**config.mk**
```make
export PLATFORM = sky130hd
export DESIGN_NAME = mem_port_arbiter
export DESIGN_NICKNAME = d
export VERILOG_FILES = /design/src/rtl/mem_port_arbiter.sv
export SDC_FILE = /design/constraint.sdc
export NUM_CORES = 1
export LEC_CHECK = 0
export ABC_AREA = 1
export CORE_AREA = 2 2 109 111
export CTS_CLUSTER_DIAMETER = 120
export DETAILED_ROUTE_END_ITERATION = 12
export DIE_AREA = 0 0 111 113
export DONT_BUFFER_PORTS = 1
export SYNTH_ARGS = -nofsm -noshare
export SYNTH_HDL_FRONTEND = slang
export SYNTH_SLANG_ARGS = --single-unit
```
**constraint.sdc**
```tcl
create_clock -name clk -period 3.4 [get_ports clk]
set_clock_uncertainty 0.1 [all_clocks]
set_input_delay 0.68 -clock clk [delete_from_list [all_inputs] [get_ports clk]]
set_output_delay 0.68 -clock clk [all_outputs]
set_load 0.02 [all_outputs]
```
**src/rtl/mem_port_arbiter.sv**
```systemverilog
// mem_port_arbiter
//   Shares one memory port between instruction fetch (IF) and the load-store
//   unit (LSU). Only one transaction is outstanding at a time. The LSU has
//   priority, but after MAX_LSU_STREAK consecutive LSU wins with IF waiting, the
//   next contested arbitration goes to IF. LSU accesses that are misaligned, or
//   whose size is not one-hot, are answered locally with an error (FAULT state).
//   A memory that never answers is timed out after RSP_TIMEOUT response cycles.
// Ports
//   clk, reset            : clock, synchronous active-high reset
//   if_req_i/if_adr_i     : fetch request (held until if_gnt_o)
//   if_gnt_o/if_rvalid_o  : fetch accept / response pulses
//   if_rdata_o/if_err_o   : fetch data / access fault, valid with if_rvalid_o
//   lsu_req_i..lsu_size_i : LSU request fields (held until lsu_gnt_o)
//   lsu_gnt_o/lsu_rvalid_o: LSU accept / response pulses
//   lsu_rdata_o/lsu_err_o : raw memory word / misaligned-or-timeout error
//   mem_*_o               : request to memory (word address, byte enables)
//   mem_gnt_i/mem_rvalid_i/mem_rdata_i : memory handshake and read data
module mem_port_arbiter #(
    parameter int XLEN           = 32,
    parameter int MAX_LSU_STREAK = 4,
    parameter int RSP_TIMEOUT    = 16
) (
    input  logic            clk,
    input  logic            reset,
    input  logic            if_req_i,
    input  logic [XLEN-1:0] if_adr_i,
    output logic            if_gnt_o,
    output logic            if_rvalid_o,
    output logic [XLEN-1:0] if_rdata_o,
    output logic            if_err_o,
    input  logic            lsu_req_i,
    input  logic [XLEN-1:0] lsu_adr_i,
    input  logic            lsu_we_i,
    input  logic [XLEN-1:0] lsu_wdata_i,
    input  logic [2:0]      lsu_size_i,
    output logic            lsu_gnt_o,
    output logic            lsu_rvalid_o,
    output logic [XLEN-1:0] lsu_rdata_o,
    output logic            lsu_err_o,
    output logic            mem_req_o,
    output logic [XLEN-1:0] mem_adr_o,
    output logic            mem_we_o,
    output logic [XLEN-1:0] mem_wdata_o,
    output logic [3:0]      mem_be_o,
    input  logic            mem_gnt_i,
    input  logic            mem_rvalid_i,
    input  logic [XLEN-1:0] mem_rdata_i
);
    localparam int SW = $clog2(MAX_LSU_STREAK + 1);
    localparam int TW = $clog2(RSP_TIMEOUT + 1);

    typedef enum logic [1:0] {IDLE, REQ, RSP, FAULT} state_t;

    state_t          state;
    logic            if_req_q, lsu_req_q;
    logic            owner_lsu;
    logic [SW-1:0]   streak;
    logic [TW-1:0]   timeout;
    logic [XLEN-1:0] adr_q, wdata_q;
    logic            we_q;
    logic [3:0]      be_q;

    // Fetch addresses are word-aligned on the bus; the low bits are dropped.
    logic unused_if_adr_bits;
    assign unused_if_adr_bits = ^if_adr_i[1:0];

    // LSU access decode: lane enables, lane-replicated store data, alignment.
    logic            lsu_misaligned;
    logic [3:0]      lsu_be;
    logic [XLEN-1:0] lsu_wdata_rep;
    always_comb begin
        lsu_misaligned = 1'b0;
        lsu_be         = 4'b1111;
        lsu_wdata_rep  = lsu_wdata_i;
        case (lsu_size_i)
            3'b001: begin
                lsu_be        = 4'b0001 << lsu_adr_i[1:0];
                lsu_wdata_rep = XLEN'({4{lsu_wdata_i[7:0]}});
            end
            3'b010: begin
                lsu_misaligned = lsu_adr_i[0];
                lsu_be         = 4'b0011 << lsu_adr_i[1:0];
                lsu_wdata_rep  = XLEN'({2{lsu_wdata_i[15:0]}});
            end
            3'b100:  lsu_misaligned = |lsu_adr_i[1:0];
            default: lsu_misaligned = 1'b1;  // non-one-hot size
        endcase
    end

    // Arbitration on the registered request lines.
    logic win_lsu, win_if;
    assign win_lsu = lsu_req_q && (!if_req_q || streak != SW'(MAX_LSU_STREAK));
    assign win_if  = if_req_q && !win_lsu;

    logic gnt, rsp_data, rsp_timeout;
    assign gnt         = (state == REQ) && mem_gnt_i;
    assign rsp_data    = (state == RSP) && mem_rvalid_i;
    assign rsp_timeout = (state == RSP) && !mem_rvalid_i && (timeout == TW'(RSP_TIMEOUT - 1));

    assign if_gnt_o     = gnt && !owner_lsu;
    assign if_rvalid_o  = (rsp_data || rsp_timeout) && !owner_lsu;
    assign if_rdata_o   = (rsp_data && !owner_lsu) ? mem_rdata_i : '0;
    assign if_err_o     = rsp_timeout && !owner_lsu;

    assign lsu_gnt_o    = (gnt && owner_lsu) || (state == FAULT);
    assign lsu_rvalid_o = ((rsp_data || rsp_timeout) && owner_lsu) || (state == FAULT);
    assign lsu_rdata_o  = (rsp_data && owner_lsu) ? mem_rdata_i : '0;
    assign lsu_err_o    = (rsp_timeout && owner_lsu) || (state == FAULT);

    // Memory fields are only driven while the request is presented.
    assign mem_req_o    = (state == REQ);
    assign mem_adr_o    = mem_req_o ? adr_q   : '0;
    assign mem_we_o     = mem_req_o && we_q;
    assign mem_wdata_o  = mem_req_o ? wdata_q : '0;
    assign mem_be_o     = mem_req_o ? be_q    : 4'b0000;

    always_ff @(posedge clk) begin
        if (reset) begin
            state     <= IDLE;
            if_req_q  <= 1'b0;
            lsu_req_q <= 1'b0;
            owner_lsu <= 1'b0;
            streak    <= '0;
            timeout   <= '0;
            adr_q     <= '0;
            wdata_q   <= '0;
            we_q      <= 1'b0;
            be_q      <= 4'b0000;
        end else begin
            // A request granted this cycle is consumed, so the still-held
            // request line must not trigger a second arbitration.
            if_req_q  <= if_req_i && !if_gnt_o;
            lsu_req_q <= lsu_req_i && !lsu_gnt_o;
            case (state)
                IDLE: begin
                    if (win_lsu) begin
                        owner_lsu <= 1'b1;
                        adr_q     <= {lsu_adr_i[XLEN-1:2], 2'b00};
                        we_q      <= lsu_we_i;
                        wdata_q   <= lsu_wdata_rep;
                        be_q      <= lsu_we_i ? lsu_be : 4'b1111;
                        if (!if_req_i)
                            streak <= '0;
                        else if (streak != SW'(MAX_LSU_STREAK))
                            streak <= streak + 1'b1;
                        state     <= lsu_misaligned ? FAULT : REQ;
                    end else if (win_if) begin
                        owner_lsu <= 1'b0;
                        adr_q     <= {if_adr_i[XLEN-1:2], 2'b00};
                        we_q      <= 1'b0;
                        wdata_q   <= '0;
                        be_q      <= 4'b1111;
                        streak    <= '0;
                        state     <= REQ;
                    end
                end
                REQ: begin
                    if (mem_gnt_i) begin
                        timeout <= '0;
                        state   <= RSP;
                    end
                end
                RSP: begin
                    if (mem_rvalid_i || rsp_timeout)
                        state <= IDLE;
                    else
                        timeout <= timeout + 1'b1;
                end
                FAULT:   state <= IDLE;
                default: state <= IDLE;
            endcase
        end
    end

    // Requesters must hold their request until it is granted.
    if_req_hold_a: assert property (@(posedge clk) disable iff (reset)
        (if_req_i && !if_gnt_o) |=> if_req_i);
    lsu_req_hold_a: assert property (@(posedge clk) disable iff (reset)
        (lsu_req_i && !lsu_gnt_o) |=> lsu_req_i);

endmodule
```
After elaboration in Yosys (flattened, before gate mapping)
Index checks and enable logic that the tools add are counted.
- add/subtract/negate cells: 2
- equality and inequality tests: 13
- shift-type cells: 2
- muxes and demuxes: 31
- reduce and logical (&&, ||, !) cells: 37
- operators by type and width (kind ; count):
    32-bit 2-to-1 mux ; 8
    32-bit one-hot mux with 2 select lines ; 1
    1-bit logical AND ; 17
    4-bit 2-to-1 mux ; 4
    3-bit 2-to-1 mux ; 4
    2-bit 2-to-1 mux ; 5
    5-bit 2-to-1 mux ; 2
    5-bit one-hot mux with 2 select lines ; 1
    3-bit AND reduction ; 3
    2-bit one-hot mux with 4 select lines ; 1
    4-bit one-hot mux with 2 select lines ; 1
    1-bit zero test ; 6
    1-bit logical OR ; 6
    3-bit inequality test (second input constant) ; 2
    5-bit by 1-bit adder with 5-bit output (second input constant) ; 1
    5-bit by 4-bit == test with 1-bit output (second input constant) ; 1
    2-bit == test (second input constant) ; 2
    2-bit by 1-bit inequality test with 1-bit output (second input constant) ; 2
    2-bit nonzero test ; 2
    1-bit by 2-bit << shifter with 4-bit output (first input constant) ; 1
    2-bit by 2-bit << shifter with 4-bit output (first input constant) ; 1
    3-bit by 1-bit adder with 3-bit output (second input constant) ; 1
    3-bit by 1-bit == test with 1-bit output (second input constant) ; 1
    3-bit by 2-bit == test with 1-bit output (second input constant) ; 1
    other kinds (9) ; 11
- flip-flop bits (word level): 82
- bits of input ports: 138
- output and inout port bits: 140
- word-level logic and storage cells: 95

Depth between registers and ports, before layout
Gate-level depths: netlist (run 1).
- depth in word-level cells: 8
- depth in mapped cells: 10

Least setup slack after synthesis (run 1)
OpenSTA, ideal clock, no wires.
- path type: register to output
- start point: reg state[0]
- end point: out mem_be_o[0]
- data arrival time: 1.419 ns
- required time: 2.620 ns
- path slack: 1.201 ns
- stages on the path, launching flop included: 7
- path buffers: 2
- cells stage by stage: dfxtp_1 inv_1 nor2_4 inv_2 buf_6 buf_2 nor2_1
- word-level cells in the longest chain between the ends: 2
- ends and longest elaborated chain (element ; RTL line ; text):
    start, declared ; 54 ; state_t state;
    start signal, assigned ; 146 ; state <= lsu_misaligned ? FAULT : REQ;
    2-bit by 1-bit == test with 1-bit output ; 111 ; assign mem_req_o = (state == REQ);
    named net mem_req_o ; 40 ; output logic mem_req_o,
    4-bit 2-to-1 mux ; 115 ; assign mem_be_o = mem_req_o ? be_q : 4'b0000;
    end, declared ; 44 ; output logic [3:0] mem_be_o,
The timed path passes the listed nets, and every way through them passes these cells.

Final worst setup path (run 1)
- start point: reg state[0]
- end point: out mem_we_o
- word-level cells in the longest chain between the ends: 2
- ends and longest elaborated chain (element ; RTL line ; text):
    2-bit by 1-bit == test with 1-bit output ; 111 ;
    named net mem_req_o ; 40 ;
    1-bit logical AND ; 113 ; assign mem_we_o = mem_req_o && we_q;
    end, declared ; 42 ; output logic mem_we_o,
The timed path passes the listed nets, and every way through them passes these cells.

==> metrics.sh, run 1 <==
POSTSYNTHAREAPERCELL_UM2=6.000
ENDPOINT_ARRIVAL_TIME_ON_THE_CRITICAL_PATH_NS=2.18
ROW_COUNT=39
SYNTHESIS.YOSYS.WARNINGS=0
P_LEAK_nW=2.517
WHS_NS=0.3211
FINAL.FILL_COUNT=1171
FINAL_MAX_SLEW_VIOL_COUNT=0
AVGVIACOUNTPERCELL=5.079
PIN_COUNT_OF_THE_BIGGEST_NET_ENTERING_GLOBAL_ROUTING=48
WORSTSKEWPAIRLATENCY_NS=0.33
CTS.CLK_SLEW.WORST_PATHS_NS=0.06
NNETSFINAL=965
CRIT_PATH_START='state[0]'
NUMBER_OF_FLOPS_MAPPED_TO_ENABLE_CELLS_BY_YOSYS=0
FF_LATCH_AREA_UM2=1602
FINAL_COMMON_CELL='nand2_1'
CTS-RESIZED-GATES=0
CTS_ROOT_BUF='clkbuf_16'
VIA_COUNT=4927
TIMING.SETUP.CRITICAL_PATH_CLASS='flop to primary output'
GRT_PASS1_WL_UM=21880
FINALWORSTSETUPSLACK_NS=0.4404
COUNT_OF_STATE_ELEMENTS_AFTER_SYNTHESIS=80
NUMBER_OF_DRC_MARKERS_IN_ITERATION_0=337
SLEW-LIMIT-HEADROOM_PCT=53.34
RSZ0062_AT_GRT='no'
ASYNC_RESET_FF_SHARE_PCT=0
PLACEMENT.IO_BUFFERS=0
FINAL_CELLS=970
CTS-ROOT-TO-SINK-BUFFERS=2
P_PER_AREA_nW_PER_UM2=486.7
POST_SYNTH_NUM_CELL_TYPES=29
POST_CTS_BUFFERS=0
ROUTE.DETAILED.DRC=0
POST_DRT_WL_PER_CELL_UM=14.08
CTS.HTREE.LEVELS=3
DIE_WIDTH_UM=111
ANTENNA-DIODE-COUNT=0
DIE_HEIGHT_UM=113
GRT_USAGE_PCT=21.12
MAX_FREQ_GHz=0.3379
R2R-START='lsu_req_q'
GRT_ANTENNA_BEFORE_REPAIR=0
CTS.SINK_COUNT=80
ROUTED_WIRELENGTH_UM=13660
TOTAL_STANDARD_CELL_AREA_AFTER_SYNTHESIS_UM2=5112
SYNTH-SEQ-AREA-SHARE_PCT=31.33
MULTIINPUTGATEAREA_UM2=2510
INITIAL_CORE_UTIL_PCT=45.35
PLACER_CONGESTION=0.8291
RUN_STATUS='completed'
MOSTFREQUENTLAYOUTCELLS='171 x nand2_1, 169 x inv_1, 162 x nor2_1, 80 x dfxtp_1, 73 x nand3_1'
FINAL-HOLD-VIOLATION-COUNT=0
CRIT_PATH_START_KIND='flop'
CORE_AREA_UM2=11270
FF2FF_SETUP_SLACK_NS=1.08
DETAILEDPLACEMENTHPWL_UM=10000
PLACEDCELLCOUNT=955
DRTANTENNAVIOLNETS=0
FRACTION_OF_FINAL_LAYOUT_CELLS_WITH_DRIVE_STRENGTH_GREATER_THAN_1_PCT=5.925
HOLD_PATH.STARTPOINT='reset'
TIMING.SETUP.TNS_NS=0
WORSTSETUPENDPOINTTYPE='primary output'
FINALCRITPERIODSHARE_PCT=87.05
MAX-VDD-IR-DROP_uV=235.0
FINAL_PERIOD_MINUS_WORST_SETUP_SLACK_NS=2.960
DATA_REQUIRED_TIME_AT_THE_WORST_ENDPOINT_NS=2.62
WORST-PATH-MAX-FANOUT=42
DRTPASS1ITERATIONS=5
NUMCTSBUFFERS=9
MAX_CAPACITANCE_VIOLATION_COUNT=0
NUM_IO_PINS=278
VIAS_IN_THE_FIRST_GLOBAL_ROUTE=4548
YS_DOMINANT_REG_CELL='dfxtp_1'
CTS_HOLD_REPAIR.BUFFERS=0
WORST_PIN_SLEW_NS=0.6926
NETLIST_INSTANCES=852
FINAL-SETUP-VIOL-COUNT=0
AREAGROWTHSYNTHTOFINISH_PCT=5.140
GRT_REMAINING_OVERFLOW=0
TRITONCTS_CLOCK_TREE='built'
PLACEMENT.SETUP.WORST_SLACK_NS=0.7686
FINISH.UTILIZATION_PCT=47.69
DIE-AREA_UM2=12540
HOLD_PATH.CLASS='input port to flop'
cell type report:
class,instances,share of cell area (%)
clock buffers,13,5.028
repair buffers,9,1.257
flip-flops and latches,80,29.80
clock inverters,2,0.6983
well taps,143,3.329
multi-input cells,534,46.69
inverters,189,13.20
metrics by stage:
| stage | cell area, um2 | total power [mW] |
|---|---|---|
| floorplan | 5116 | 1.584 |
| global placement | 5067 | 1.634 |
| detailed placement | 5067 | 1.648 |
| CTS | 5375 | 2.652 |
| global route | 5375 | 2.774 |
| finish | 5375 | 2.616 |
final timing paths:
check	end	depth (start not counted)
setup / recovery	mem_we_o	5
hold / removal	wdata_q[26]	1
setup reg to reg	streak[2]	9
hold reg to reg	wdata_q[11]	2
critical path: stages, from the launching register on:
cell and delay [ns]:
dfxtp_1 0.48, inv_1 0.12, nor2_4 0.24, inv_2 0.25, buf_4 0.34, nor2_1 0.38
metal layers:
layer  vias up  GRT usage (%)  wire length, um
li1       2520              -                -
met1      2223          26.55             6004
met5         -              0                0
met3        12          5.945             1134
met2       172          35.26             6346
met4         0          6.833              170
flip-flops by register name (all words and copies together), names as in the netlist:
name,count
adr_q,30
be_q,4
if_req_q,1
lsu_req_q,1
owner_lsu,1
state,2
streak,3
timeout,5
wdata_q,32
we_q,1
cells by family (layout without fill, tap and decap cells):
family / after synthesis / after routing / share of synthesized area [%]
compound gates: 91 / 91 / 11.50
other cells: 1 / 2 / 0.07335
fa+ha+maj: 4 / 4 / 0.9790
simple gates: 437 / 437 / 36.47
flops: 80 / 80 / 31.33
buf+inv: 239 / 213 / 19.65
synth_stat cells (5+ instances only):
master / number / area share (%)
nand2_1: 171 / 13
inv_1: 169 / 12
nor2_1: 162 / 12
dfxtp_1: 80 / 31
nand3_1: 73 / 7.1
a21oi_1: 38 / 3.7
o211ai_1: 24 / 3.5
buf_2: 23 / 2.3
nand4_1: 17 / 2.1
clkbuf_1: 13 / 0.95
clkinv_1: 13 / 0.95
o21ai_0: 13 / 1.3
a22oi_1: 8 / 1.2
buf_6: 8 / 1.8
inv_2: 7 / 0.51
o211ai_2: 7 / 1.7
buf_4: 5 / 0.73
report_power, final:
part | internal [mW] | switching, mW
Combinational | 0.152 | 0.396
Clock | 0.625 | 0.366
Sequential | 1.02 | 0.0532
No activity file was read; power rests on OpenSTA's default activity.
==> run 2: changes to the inputs <==
--- a/config.mk
+++ b/config.mk
@@ -11,6 +11,7 @@
 export DETAILED_ROUTE_END_ITERATION = 12
 export DIE_AREA = 0 0 111 113
 export DONT_BUFFER_PORTS = 1
+export MAX_ROUTING_LAYER = met4
 export SYNTH_ARGS = -nofsm -noshare
 export SYNTH_HDL_FRONTEND = slang
 export SYNTH_SLANG_ARGS = --single-unit
==> constraint.sdc (replaced) <==
create_clock -name clk -period 3.5 [get_ports clk]
set_clock_uncertainty 0.1 [all_clocks]
set_input_delay 0.7 -clock clk [delete_from_list [all_inputs] [get_ports clk]]
set_output_delay 0.7 -clock clk [all_outputs]
set_load 0.02 [all_outputs]
==> metrics.sh, run 2 (synthesis gave the netlist of run 1 again) <==
AREAGROWTHSYNTHTOFINISH_PCT=5.531
FINAL_MAX_SLEW_VIOL_COUNT=0  # unchanged
CELL_INTERNAL_PWR_mW=1.833  # +1.8%
DRTPASS1ITERATIONS=5  # unchanged
CRITICAL-PATH-TOP-DELAY-FAMILY='buffers and inverters'
CTS-RESIZED-GATES=0  # unchanged
POST_DRT_WL_PER_CELL_UM=14.02  # -0.45%
FINAL_CELLS=970  # unchanged
MAX_CAPACITANCE_VIOLATION_COUNT=0  # unchanged
BUSIEST_LAYER='met2'
WORST-PATH-MAX-FANOUT=42  # unchanged
NUMCTSBUFFERS=9  # unchanged
NETSWITCHINGPOWER_uW=804.7  # -1.2%
INITIAL_CORE_UTIL_PCT=45.35  # unchanged
HOLD_PATH.CLASS='input port to flop'
SEQ_POWER_SHARE_PCT=39.7  # -1.5 points
COMB_POWER_SHARE_PCT=20.1  # -0.8 points
TIMING.SETUP.CRITICAL_PATH_CLASS='flop to primary output'
WORSTHOLDENDPOINT='wdata_q[26]'
TOP_REGS='wdata_q: 32 flops, adr_q: 30 flops, timeout: 5 flops'
GRT_PASS1_WL_UM=21570  # -1.4%
VIAS_IN_THE_FIRST_GLOBAL_ROUTE=4466  # -1.8%
WORST_PIN_SLEW_NS=0.7233  # +0.03068 ns
P_LEAK_nW=2.534  # +0.66%
ROUTED_WIRELENGTH_UM=13600  # -0.45%
WORSTSKEWPAIRLATENCY_NS=0.34  # about the same
RSZ0062_AT_GRT='no'
SLEW-LIMIT-HEADROOM_PCT=51.61  # -1.7 points
FINAL_COMMON_CELL='nand2_1'
FINALPOWER_mW=2.638  # +0.84%
MAX-VDD-IR-DROP_uV=267.3  # +14%
TRITONCTS_CLOCK_TREE='built'
PWR-SHARE-CLK_PCT=40.2  # +2.3 points
CORE_AREA_UM2=11270  # unchanged
WORST_R2R_PATH_DEPTH=10  # +1
FINAL-HOLD-VIOLATION-COUNT=0  # unchanged
PLACEMENT.IO_BUFFERS=0  # unchanged
CTS_HOLD_REPAIR.BUFFERS=0  # unchanged
HOLD-PATH-CELL-COUNT=1  # unchanged
ANTENNA-DIODE-COUNT=0  # unchanged
GRT_USE_MET1_PCT=27.49  # +0.94 points
ROW_COUNT=39  # unchanged
CTS.SINK_COUNT=80  # unchanged
NUM_IO_PINS=278  # unchanged
ENDPOINT_ARRIVAL_TIME_ON_THE_CRITICAL_PATH_NS=2.25  # +0.07 ns
GRT_REMAINING_OVERFLOW=0  # unchanged
MOSTFREQUENTLAYOUTCELLS='171 x nand2_1, 169 x inv_1, 162 x nor2_1, 80 x dfxtp_1, 73 x nand3_1'
CTS-ROOT-TO-SINK-BUFFERS=2  # unchanged
FINISH.UTILIZATION_PCT=47.86  # +0.18 points
PLACER_CONGESTION=0.8390  # +1.2%
CRITICAL-PATH-MAX-STAGE-DELAY_NS=0.50  # +0.02 ns
NNETSFINAL=964  # -0.10%
CTS.CLK_SLEW.WORST_PATHS_NS=0.06  # about the same
CTS_ROOT_BUF='clkbuf_16'
CRIT_PATH_START_KIND='flop'
GRT_USAGE_PCT=21.49  # +0.36 points
NUMBER_OF_DRC_MARKERS_IN_ITERATION_0=272  # -19%
CP_CELL_SEQUENCE='inv_1, nor2_4, inv_2, buf_4, nor2_1'
CRITICAL_PATH.N_BUFFERS_INVERTERS=3  # unchanged
HOLD_PATH.STARTPOINT='reset'
WORSTSETUPENDPOINTTYPE='primary output'
GLOBALROUTEMET3UTIL_PCT=6.106  # +0.16 points
R2R-START='streak[0]'
CP_SLOWEST_CELL='dfxtp_1'
DIE-AREA_UM2=12540  # unchanged
AVGVIACOUNTPERCELL=5.087  # +0.14%
RUN_STATUS='completed'
POST_CTS_BUFFERS=0  # unchanged
ROUTE.DETAILED.DRC=0  # unchanged
DETAILEDPLACEMENTHPWL_UM=9933  # -0.67%
PLACEDCELLCOUNT=954  # -0.10%
FRACTION_OF_FINAL_LAYOUT_CELLS_WITH_DRIVE_STRENGTH_GREATER_THAN_1_PCT=6.046  # +0.12 points
PIN_COUNT_OF_THE_BIGGEST_NET_ENTERING_GLOBAL_ROUTING=45  # -6.3%
DRTANTENNAVIOLNETS=0  # unchanged
CTS.HTREE.LEVELS=3  # unchanged
GRT_ANTENNA_BEFORE_REPAIR=0  # unchanged
CRIT-REG2REG-CAPTURE='adr_q[15]'
VIA_COUNT=4934  # +0.14%
P_PER_AREA_nW_PER_UM2=489.0  # +0.46%
REGISTERS.TOP_BY_FF_COUNT='wdata_q'
FINAL-SETUP-VIOL-COUNT=0  # unchanged
DIE_HEIGHT_UM=113  # unchanged
DIE_WIDTH_UM=111  # unchanged
FINAL_PERIOD_MINUS_WORST_SETUP_SLACK_NS=3.053
TIMING.SETUP.TNS_NS=0  # unchanged
WHS_NS=0.3334  # +0.01230 ns
FF2FF_SETUP_SLACK_NS=0.96  # -0.12 ns
MAX_FREQ_GHz=0.3276
LARGEST_REGISTER_FFS=32  # unchanged
GLOBALROUTEMET2UTIL_PCT=33.46  # -1.8 points
FINALCRITPERIODSHARE_PCT=87.22
DATA_REQUIRED_TIME_AT_THE_WORST_ENDPOINT_NS=2.70  # +0.08 ns
SW_FRAC_OF_TOTAL_PCT=30.50  # -0.64 points
==> run 2: cell count changes in the layout (fill, tap and decap cells not counted) <==
| cell | delta |
|---|---|
| bufinv_16 | +2 |
| buf_4 | -1 |
| clkbuf_1 | -1 |
| clkinv_2 | +4 |
| clkinvlp_4 | -1 |
| clkbuf_8 | -3 |
==> run 2: how the worst max path moves through the flow <==
stage,start,end,slack (ns),depth (start not counted)
2_1_floorplan,state[0],mem_be_o[0],1.28,6
3_3_place_gp,state[0],if_gnt_o,0.86,6
3_5_place_dp,state[0],mem_adr_o[12],0.82,5
4_1_cts,state[0],mem_adr_o[12],0.44,5
5_1_grt,state[0],mem_adr_o[12],0.30,5
6_report,state[0],mem_adr_o[12],0.45,5
==> run 2: worst register-to-register path: stages (launching register included) <==
cell and delay, ns:
dfxtp_1 0.38, inv_1 0.07, ha_1 0.22, nand3_1 0.10
nand2_2 0.41, inv_1 0.55, buf_4 0.32, nand2_1 0.08
nand3_1 0.08, o211ai_1 0.10, inv_1 0.08
==> run 2: final cells by class <==
| cell class | instances | area [um2] |
|---|---|---|
| Tap cell | 143 | 178.9 |
| Inverter | 189 | 709.4 |
| Clock buffer | 9 | 225.2 |
| Sequential cell | 80 | 1602 |
| Timing Repair Buffer | 8 | 60.06 |
| Fill cell | 1195 | 5877 |
| Multi-Input combinational cell | 534 | 2510 |
| Clock inverter | 7 | 110.1 |
==> run 2: per-layer routing <==
layer	share of wire (%)	wire (um)
met1	45	6079
met2	46	6260
met3	8.3	1133
met4	0.90	122
met5	0	0
==> run 2: power groups by stage <==
stage,clock network (mW),logic [mW],registers (mW)
5_1_grt,1.12,0.604,1.06
3_5_place_dp,0,0.536,1.07
2_1_floorplan,0,0.485,1.05
3_3_place_gp,0,0.525,1.06
6_report,1.06,0.531,1.05
4_1_cts,1.09,0.537,1.05
==> run 2: through the flow <==
stage	cell area, um2	setup WS [ns]
2_1_floorplan	5116	1.281
3_3_place_gp	5060	0.8645
4_1_cts	5395	0.4366
5_1_grt	5395	0.2986
3_5_place_dp	5060	0.8208
6_report	5395	0.4474
